<file path="src/rtl/alu_secuencial.sv">
// alu_secuencial: multicycle ALU for the multicycle datapath.
// Operands and the 4-bit ALU control code are captured on a start pulse.
// Non-shift operations complete in one cycle. Shifts run bit-serially,
// one bit per cycle. Completion is reported with a one-cycle done pulse
// together with a registered result and zero flag.
module alu_secuencial #(
  parameter int WIDTH = 32,
  parameter int SHW   = 5
) (
  input  logic             clk,
  input  logic             reset,
  input  logic             start,
  input  logic [3:0]       ALUctrl,
  input  logic [WIDTH-1:0] A,
  input  logic [WIDTH-1:0] B,
  output logic             busy,
  output logic             done,
  output logic [WIDTH-1:0] resultado,
  output logic             zero
);

  // ALU control codes produced by the ALU control decoder
  localparam logic [3:0] OP_ADD  = 4'b0000;
  localparam logic [3:0] OP_SUB  = 4'b0111;  // also BEQ
  localparam logic [3:0] OP_BNE  = 4'b1111;
  localparam logic [3:0] OP_SLL  = 4'b1000;
  localparam logic [3:0] OP_SRL  = 4'b1010;
  localparam logic [3:0] OP_SRA  = 4'b1110;
  localparam logic [3:0] OP_SLT  = 4'b0100;
  localparam logic [3:0] OP_SLTU = 4'b1100;
  localparam logic [3:0] OP_XOR  = 4'b1001;
  localparam logic [3:0] OP_OR   = 4'b0001;
  localparam logic [3:0] OP_AND  = 4'b0010;
  localparam logic [3:0] OP_LUI  = 4'b0110;

  localparam logic [SHW-1:0]   CNT_ZERO = SHW'(0);
  localparam logic [SHW-1:0]   CNT_ONE  = SHW'(1);
  localparam logic [WIDTH-1:0] DATA_ZERO = WIDTH'(0);

  typedef enum logic [0:0] {
    ST_IDLE  = 1'b0,
    ST_SHIFT = 1'b1
  } state_t;

  // ------------------------------------------------------------------
  // Helper functions
  // ------------------------------------------------------------------

  // True for the three codes that go through the bit-serial shifter
  function automatic logic is_shift_op(input logic [3:0] op);
    logic res;
    case (op)
      OP_SLL:  res = 1'b1;
      OP_SRL:  res = 1'b1;
      OP_SRA:  res = 1'b1;
      default: res = 1'b0;
    endcase
    return res;
  endfunction

  // Single-cycle result. Shift codes only reach this path with a zero
  // shift amount, in which case the result is operand A unchanged.
  function automatic logic [WIDTH-1:0] alu_eval(
    input logic [3:0]       op,
    input logic [WIDTH-1:0] a,
    input logic [WIDTH-1:0] b
  );
    logic [WIDTH-1:0] res;
    logic             lt_signed;
    logic             lt_unsigned;
    lt_signed   = ($signed(a) < $signed(b));
    lt_unsigned = (a < b);
    case (op)
      OP_ADD:  res = a + b;
      OP_SUB:  res = a - b;
      OP_BNE:  res = a - b;
      OP_SLL:  res = a;
      OP_SRL:  res = a;
      OP_SRA:  res = a;
      OP_SLT:  res = {{(WIDTH-1){1'b0}}, lt_signed};
      OP_SLTU: res = {{(WIDTH-1){1'b0}}, lt_unsigned};
      OP_XOR:  res = a ^ b;
      OP_OR:   res = a | b;
      OP_AND:  res = a & b;
      OP_LUI:  res = b;
      default: res = DATA_ZERO;
    endcase
    return res;
  endfunction

  // One step of the serial shifter in the direction/fill of the code.
  // SRA replicates the current MSB, which is still A's sign bit.
  function automatic logic [WIDTH-1:0] shift_by_one(
    input logic [3:0]       op,
    input logic [WIDTH-1:0] v
  );
    logic [WIDTH-1:0] res;
    case (op)
      OP_SLL:  res = {v[WIDTH-2:0], 1'b0};
      OP_SRL:  res = {1'b0, v[WIDTH-1:1]};
      OP_SRA:  res = {v[WIDTH-1], v[WIDTH-1:1]};
      default: res = v;
    endcase
    return res;
  endfunction

  // Branch flag: BNE inverts the sense so the control unit can branch
  // on zero for both BEQ and BNE.
  function automatic logic zero_flag(
    input logic [3:0]       op,
    input logic [WIDTH-1:0] res
  );
    logic flag;
    if (op == OP_BNE) begin
      flag = (res != DATA_ZERO);
    end else begin
      flag = (res == DATA_ZERO);
    end
    return flag;
  endfunction

  // ------------------------------------------------------------------
  // State and datapath registers
  // ------------------------------------------------------------------
  state_t           state_r;
  state_t           state_s;
  logic [WIDTH-1:0] acc_r;
  logic [WIDTH-1:0] acc_s;
  logic [SHW-1:0]   cnt_r;
  logic [SHW-1:0]   cnt_s;
  logic [3:0]       op_r;
  logic [3:0]       op_s;

  logic             busy_s;
  logic             done_s;
  logic [WIDTH-1:0] res_s;
  logic             zero_s;

  logic [SHW-1:0]   shamt_s;
  logic             launch_shift_s;
  logic [WIDTH-1:0] idle_res_s;
  logic [WIDTH-1:0] step_s;

  assign shamt_s        = B[SHW-1:0];
  assign launch_shift_s = is_shift_op(ALUctrl) && (shamt_s != CNT_ZERO);
  assign idle_res_s     = alu_eval(ALUctrl, A, B);
  assign step_s         = shift_by_one(op_r, acc_r);

  // FSM state register with synchronous reset
  always_ff @(posedge clk) begin
    if (reset) begin
      state_r <= ST_IDLE;
    end else begin
      state_r <= state_s;
    end
  end

  // Next-state, datapath and output decode
  always_comb begin
    state_s = state_r;
    acc_s   = acc_r;
    cnt_s   = cnt_r;
    op_s    = op_r;
    busy_s  = 1'b0;
    done_s  = 1'b0;
    res_s   = resultado;
    zero_s  = zero;
    case (state_r)
      ST_IDLE: begin
        if (start) begin
          if (launch_shift_s) begin
            acc_s   = A;
            cnt_s   = shamt_s;
            op_s    = ALUctrl;
            busy_s  = 1'b1;
            state_s = ST_SHIFT;
          end else begin
            res_s   = idle_res_s;
            zero_s  = zero_flag(ALUctrl, idle_res_s);
            done_s  = 1'b1;
          end
        end else begin
          state_s = ST_IDLE;
        end
      end
      ST_SHIFT: begin
        acc_s = step_s;
        cnt_s = cnt_r - CNT_ONE;
        if (cnt_r == CNT_ONE) begin
          res_s   = step_s;
          zero_s  = zero_flag(op_r, step_s);
          done_s  = 1'b1;
          state_s = ST_IDLE;
        end else begin
          busy_s  = 1'b1;
        end
      end
      default: begin
        state_s = ST_IDLE;
      end
    endcase
  end

  // Datapath and registered outputs; reset clears everything and aborts a shift
  always_ff @(posedge clk) begin
    if (reset) begin
      acc_r     <= DATA_ZERO;
      cnt_r     <= CNT_ZERO;
      op_r      <= 4'b0000;
      busy      <= 1'b0;
      done      <= 1'b0;
      resultado <= DATA_ZERO;
      zero      <= 1'b0;
    end else begin
      acc_r     <= acc_s;
      cnt_r     <= cnt_s;
      op_r      <= op_s;
      busy      <= busy_s;
      done      <= done_s;
      resultado <= res_s;
      zero      <= zero_s;
    end
  end

endmodule

</file>
<file path="config.mk">
export PLATFORM = sky130hd
export DESIGN_NAME = alu_secuencial
export DESIGN_NICKNAME = d
export VERILOG_FILES = /design/src/rtl/alu_secuencial.sv
export SDC_FILE = /design/constraint.sdc
export NUM_CORES = 1
export LEC_CHECK = 0
export ABC_CLOCK_PERIOD_IN_PS = 8700
export CAP_MARGIN = 20
export CORE_MARGIN = 2
export CORE_UTILIZATION = 62
export DETAILED_ROUTE_END_ITERATION = 6
export PLACE_DENSITY = 0.86
export SYNTH_ARGS = -nofsm -noshare
export SYNTH_HDL_FRONTEND = slang
export SYNTH_SLANG_ARGS = --single-unit
export TNS_END_PERCENT = 5
</file>
<file path="constraint.sdc">
create_clock -name clk -period 8.7 [get_ports clk]
set_clock_uncertainty 0.15 [all_clocks]
set_input_delay 2.175 -clock clk [delete_from_list [all_inputs] [get_ports clk]]
set_output_delay 2.175 -clock clk [all_outputs]
set_load 0.01 [all_outputs]
</file>
# Word-level counts from Yosys, hierarchy flattened
# Cells that the tools add are included.
# op_classes
mux	27
bitwise	4
eq_ne	20
n_reduce_logical	12
order_cmp	2
add_sub_neg	3
# op_table
cell	n
32-bit case mux with 9 select lines	1
32-bit 2-to-1 mux	5
32-bit case mux with 2 select lines	2
32-bit case mux with 3 select lines	1
32-bit zero test	2
32-bit less-than comparator	2
32-bit nonzero test	2
4-bit == test, second input constant	10
32-bit adder	1
32-bit bitwise AND	1
32-bit OR	1
32-bit subtractor	1
32-bit XOR	1
4-bit by 3-bit == test with 1-bit output, second input constant	3
1-bit 2-to-1 mux	12
5-bit 2-to-1 mux	2
5-bit case mux with 2 select lines	1
2-bit != test, second input constant	3
1-bit case mux with 2 select lines	3
3-bit AND reduction	2
5-bit by 1-bit == test with 1-bit output, second input constant	1
5-bit nonzero test	1
5-bit by 1-bit subtractor with 5-bit output, second input constant	1
4-bit by 1-bit == test with 1-bit output, second input constant	1
other kinds (8)	8
# word_totals
ff_bits	76
out_inout_bits	35
elab_cells	75
inputBits	71

# Depth between registers and ports, before layout
# depth
word_depth	8
ltp_mapped	16

# Worst setup path before layout
# No wires, ideal clock.
# synth_timing
path_type	in2reg
start	input port A[0]
end	register zero
setup_ns	0.086
path_slack_ns	3.251
path_stages	14
required_ns	8.464
t_arrival_ns	5.214
cell_sequence	ha_1 -> fa_1 -> a21oi_1 -> nor4_2 -> o211a_1 -> a211oi_1 -> o211ai_1 -> or4b_2 -> nor4_1 -> nand4_1 -> nor4_1 -> nand4_1 -> xnor2_1 -> a211oi_1
# synth_between
elab_chain_cells	7
word_cells_on_any_way	14
cone_classes	add/sub: 2; order compare: 2; mux: 5; bitwise: 3; reduce/logical: 2
# synth_rtl
item	line	source
start: declaration	14	input logic [WIDTH-1:0] A,
32-bit subtractor, or another cell as far along	75, 76	
32-bit case mux with 9 select lines (*)	73	case (op)
32-bit zero test / 32-bit nonzero test (equally long branches)	117, 115	
1-bit 2-to-1 mux (*)	114	if (op == OP_BNE) begin
1-bit 2-to-1 mux (*)	171	if (launch_shift_s) begin
1-bit 2-to-1 mux (*)	170	if (start) begin
1-bit case mux with 2 select lines (*)	168	case (state_r)
end signal: assignment	221	zero <= zero_s;
end: declaration	19	output logic zero
# Every way passes the cells marked *; elsewhere a longest branch is shown, timed or not. The select of a mux whose other input is x is not followed.
# A chain may end at the register's enable or synchronous reset.

# Worst setup path after layout
# layout_timing
start	input port ALUctrl[2]
end	register zero
# layout_between
elab_chain_cells	8
word_cells_on_any_way	25
cone_classes	eq/ne: 12; mux: 6; reduce/logical: 7
# layout_rtl
item	line	source
start: declaration	13	input logic [3:0] ALUctrl,
4-bit == test, or another cell as far along	52, 73	
3-bit OR reduction (no line) / 2-bit OR reduction (equally long branches)	--	
32-bit case mux with 9 select lines	73	
32-bit zero test / 32-bit nonzero test (equally long branches)	117, 115	
1-bit 2-to-1 mux	114	
1-bit 2-to-1 mux	171	
1-bit 2-to-1 mux	170	
1-bit case mux with 2 select lines	168	
# Several ways; a longest one is shown, not always the timed one. The select of a mux whose other input is x is not followed.

==> metrics.csv <==
metric,value,unit
WL/cell,24.46,um
chip width,131.4,um
first-pass GRT wire length,65720,um
TritonCTS clock tree,yes,
Bufs on Longest Clock Path,2,
worst hold path type,flip-flop to flip-flop,
# setup viols final,0,
RSZ-0062 raised after global routing,no,
"commonest cells after routing, fill and taps aside","nand2_1 (212), nor2_1 (149), a21oi_1 (131)",
syn_area_per_cell,6.711,um^2
RR Endpoint,resultado[20]$_SDFFE_PP0P_,
Tmin final,7462,ps
initial cell density of the core,63.33,%
vias per cell,7.389,
Clock Latency Late Sink,350,ps
initial antenna violation count,0,
most common library cell in the layout ignoring fill and taps,nand2_1,
Sink Count,76,
hold_buf cts,0,
CTS buffer count,9,
CP Capture Point,zero$_SDFFE_PP0P_,
start point of the critical path,ALUctrl[2],
gpl congestion,1.047,
drt first pass iters,7,
Seq. cell area,1523,um^2
number of DRC markers in iteration 0,2188,
pwr dens,128.9,nW/um^2
Cells after Synth,1499,
R2R Path Start,busy$_SDFF_PP0_,
post-route setup TNS,0,ps
Rows,46,
# resized after CTS,0,
area of the multi-input gates,7784,um^2
Slew Limit Fails,0,
vias,12930,
outcome,finished clean,
"Distinct cells, synth",80,
fraction of layout cells with a size suffix above 1,4.759,%
"Seq/Total Area, Yosys",15.12,%
CP Data Required Time,8810,ps
post-route cell area,11510,um^2
largest net degree at the start of global routing,77,
startpoint types,input port,
area delta synth->final,14.43,%
Post-synth EDFFs,0,
critical path type,input port to flip-flop,
crit path max fanout,22,
H-tree Lvls,3,
yosys warns,0,
Final Hold Violating Endpoints,0,
post-layout net count,1700,
die height,131.4,um
Worst-path clk slew,60,ps
R2R cell count,6,
DRC,0,
IO Count,106,
Leak,4.639,nW
crit path DAT,7570,ps
vias in the first global route,12000,
fin crit share,85.77,%
post-DP HPWL,30790,um
diodes inserted,0,
Filler cells,1276,
Core Region,15890,um^2
PortBufs,105,
"Cell Area, Synth",10060,um^2
max frequency,134.0,MHz
clk root buf,clkbuf_16,
Worst Tran Pin Value,1162,ps
Global Route Usage Sum,47.32,%
post-route ant nets,0,
"Top FF cell, synth",dfxtp_1,
crit end category,flip-flop,
"flops & latches, synth",76,
slew margin rel.,22.31,%
"reg-to-reg slack, setup",5530,ps
"Cell Area, Placed",11170,um^2
hold_ws,317.8,ps
Worst VDD drop,0.1215,mV
Setup Buffers After CTS,0,
Async SR Flop Fraction,0,%
Mapped Nets,1670,
WL final,42800,um
Max Cap Viol,0,
area of the die,17260,um^2
total gr overflow,0,
Total Power,0.001484,W
==> state kept, by name (all words and copies together) (netlist names) <==
signal	count
zero	1
op_r	4
done	1
cnt_r	5
busy	1
acc_r	32
resultado	32
==> synthesized netlist by cell type, drive strengths merged, types with 7 or more instances <==
cell type / count / area, um^2
a21oi: 132 / 660.6
nor4: 29 / 202.7
o21bai: 11 / 82.58
nor3b: 10 / 75.07
nand2b: 21 / 131.4
xnor2: 8 / 70.07
a31oi: 24 / 150.1
o221ai: 7 / 61.31
buf: 21 / 96.34
and2: 9 / 56.30
nor2: 150 / 563.0
a211oi: 32 / 245.2
o31ai: 22 / 180.2
ha: 98 / 1226
a221oi: 18 / 163.9
o31a: 14 / 122.6
nand4: 23 / 143.9
o22ai: 15 / 93.84
a22o: 12 / 105.1
a21o: 11 / 82.58
clkbuf: 87 / 329.1
dfxtp: 76 / 1521
o211ai: 29 / 217.7
nand3: 36 / 180.2
mux2i: 14 / 140.1
nor3: 40 / 200.2
o21ai: 64 / 320.3
a311oi: 22 / 192.7
a211o: 7 / 61.31
inv: 102 / 382.9
nor2b: 9 / 56.30
a22oi: 31 / 232.7
nand2: 212 / 795.8
==> per-stage QoR <==
stage,setup slack (ps),util [%],std cells
final,1238,72.46,1750
after global routing,1369,72.46,1750
after CTS,1644,72.46,1750
after detailed placement,1307,70.35,1734
after global placement,1279,70.23,1732
after floorplan,3251,-,1499
==> worst min path at each step <==
stage | endpoint | slack, ps | start | cells past startpoint
floorplan | acc_r[0]$_SDFFE_PP0P_ | 300 | acc_r[0]$_SDFFE_PP0P_ | 2
global placement | resultado[14]$_SDFFE_PP0P_ | 290 | resultado[14]$_SDFFE_PP0P_ | 2
detailed placement | resultado[26]$_SDFFE_PP0P_ | 300 | resultado[26]$_SDFFE_PP0P_ | 2
CTS | resultado[27]$_SDFFE_PP0P_ | 320 | resultado[27]$_SDFFE_PP0P_ | 2
global route | resultado[26]$_SDFFE_PP0P_ | 340 | resultado[26]$_SDFFE_PP0P_ | 2
finish | resultado[27]$_SDFFE_PP0P_ | 320 | resultado[27]$_SDFFE_PP0P_ | 2
==> cells by family after synthesis <==
group | Yosys count | share of synthesized area (%)
flip-flops | 76 | 15.12
AND/OR/NAND/NOR | 584 | 27.48
XOR/XNOR | 9 | 0.7836
AO/OA/AOI/OAI | 504 | 34.38
adder cells (fa/ha/maj) | 100 | 12.59
multiplexers | 16 | 1.617
buffers and inverters | 210 | 8.035
==> power breakdown <==
group          switching (W)  internal [W]
Combinational       0.000426      0.000234
Clock               0.000154      0.000267
Sequential         0.0000275      0.000375
Total               0.000607      0.000877
==> worst max-delay path: stages <==
cell	delay [ps]
clkdlybuf4s50_1	1240
nand2b_1	450
and2_1	550
a22o_1	350
a211oi_1	310
o211ai_1	250
or4b_2	770
nor4_1	280
nand4_1	160
nor4_1	460
nand4_1	180
xnor2_1	170
a211oi_1	210
==> per-layer routing <==
| layer | vias to the layer above | global-route usage [%] | share of wire, % |
|---|---|---|---|
| li1 | 5573 | - | - |
| met3 | 267 | 10.57 | 15 |
| met4 | 0 | 28.56 | 7.0 |
| met5 | - | 0 | 0 |
| met2 | 1153 | 72.13 | 42 |
| met1 | 5937 | 60.96 | 36 |
==> layout make-up <==
| type | instances | share of cell area, % |
|---|---|---|
| well taps | 216 | 2.348 |
| multi-input cells | 1213 | 67.62 |
| flip-flops and latches | 76 | 13.23 |
| repair buffers | 127 | 10.55 |
| clock buffers | 11 | 2.196 |
| clock inverters | 5 | 0.7283 |
| inverters | 102 | 3.326 |
(Power assumes the default switching activity.)
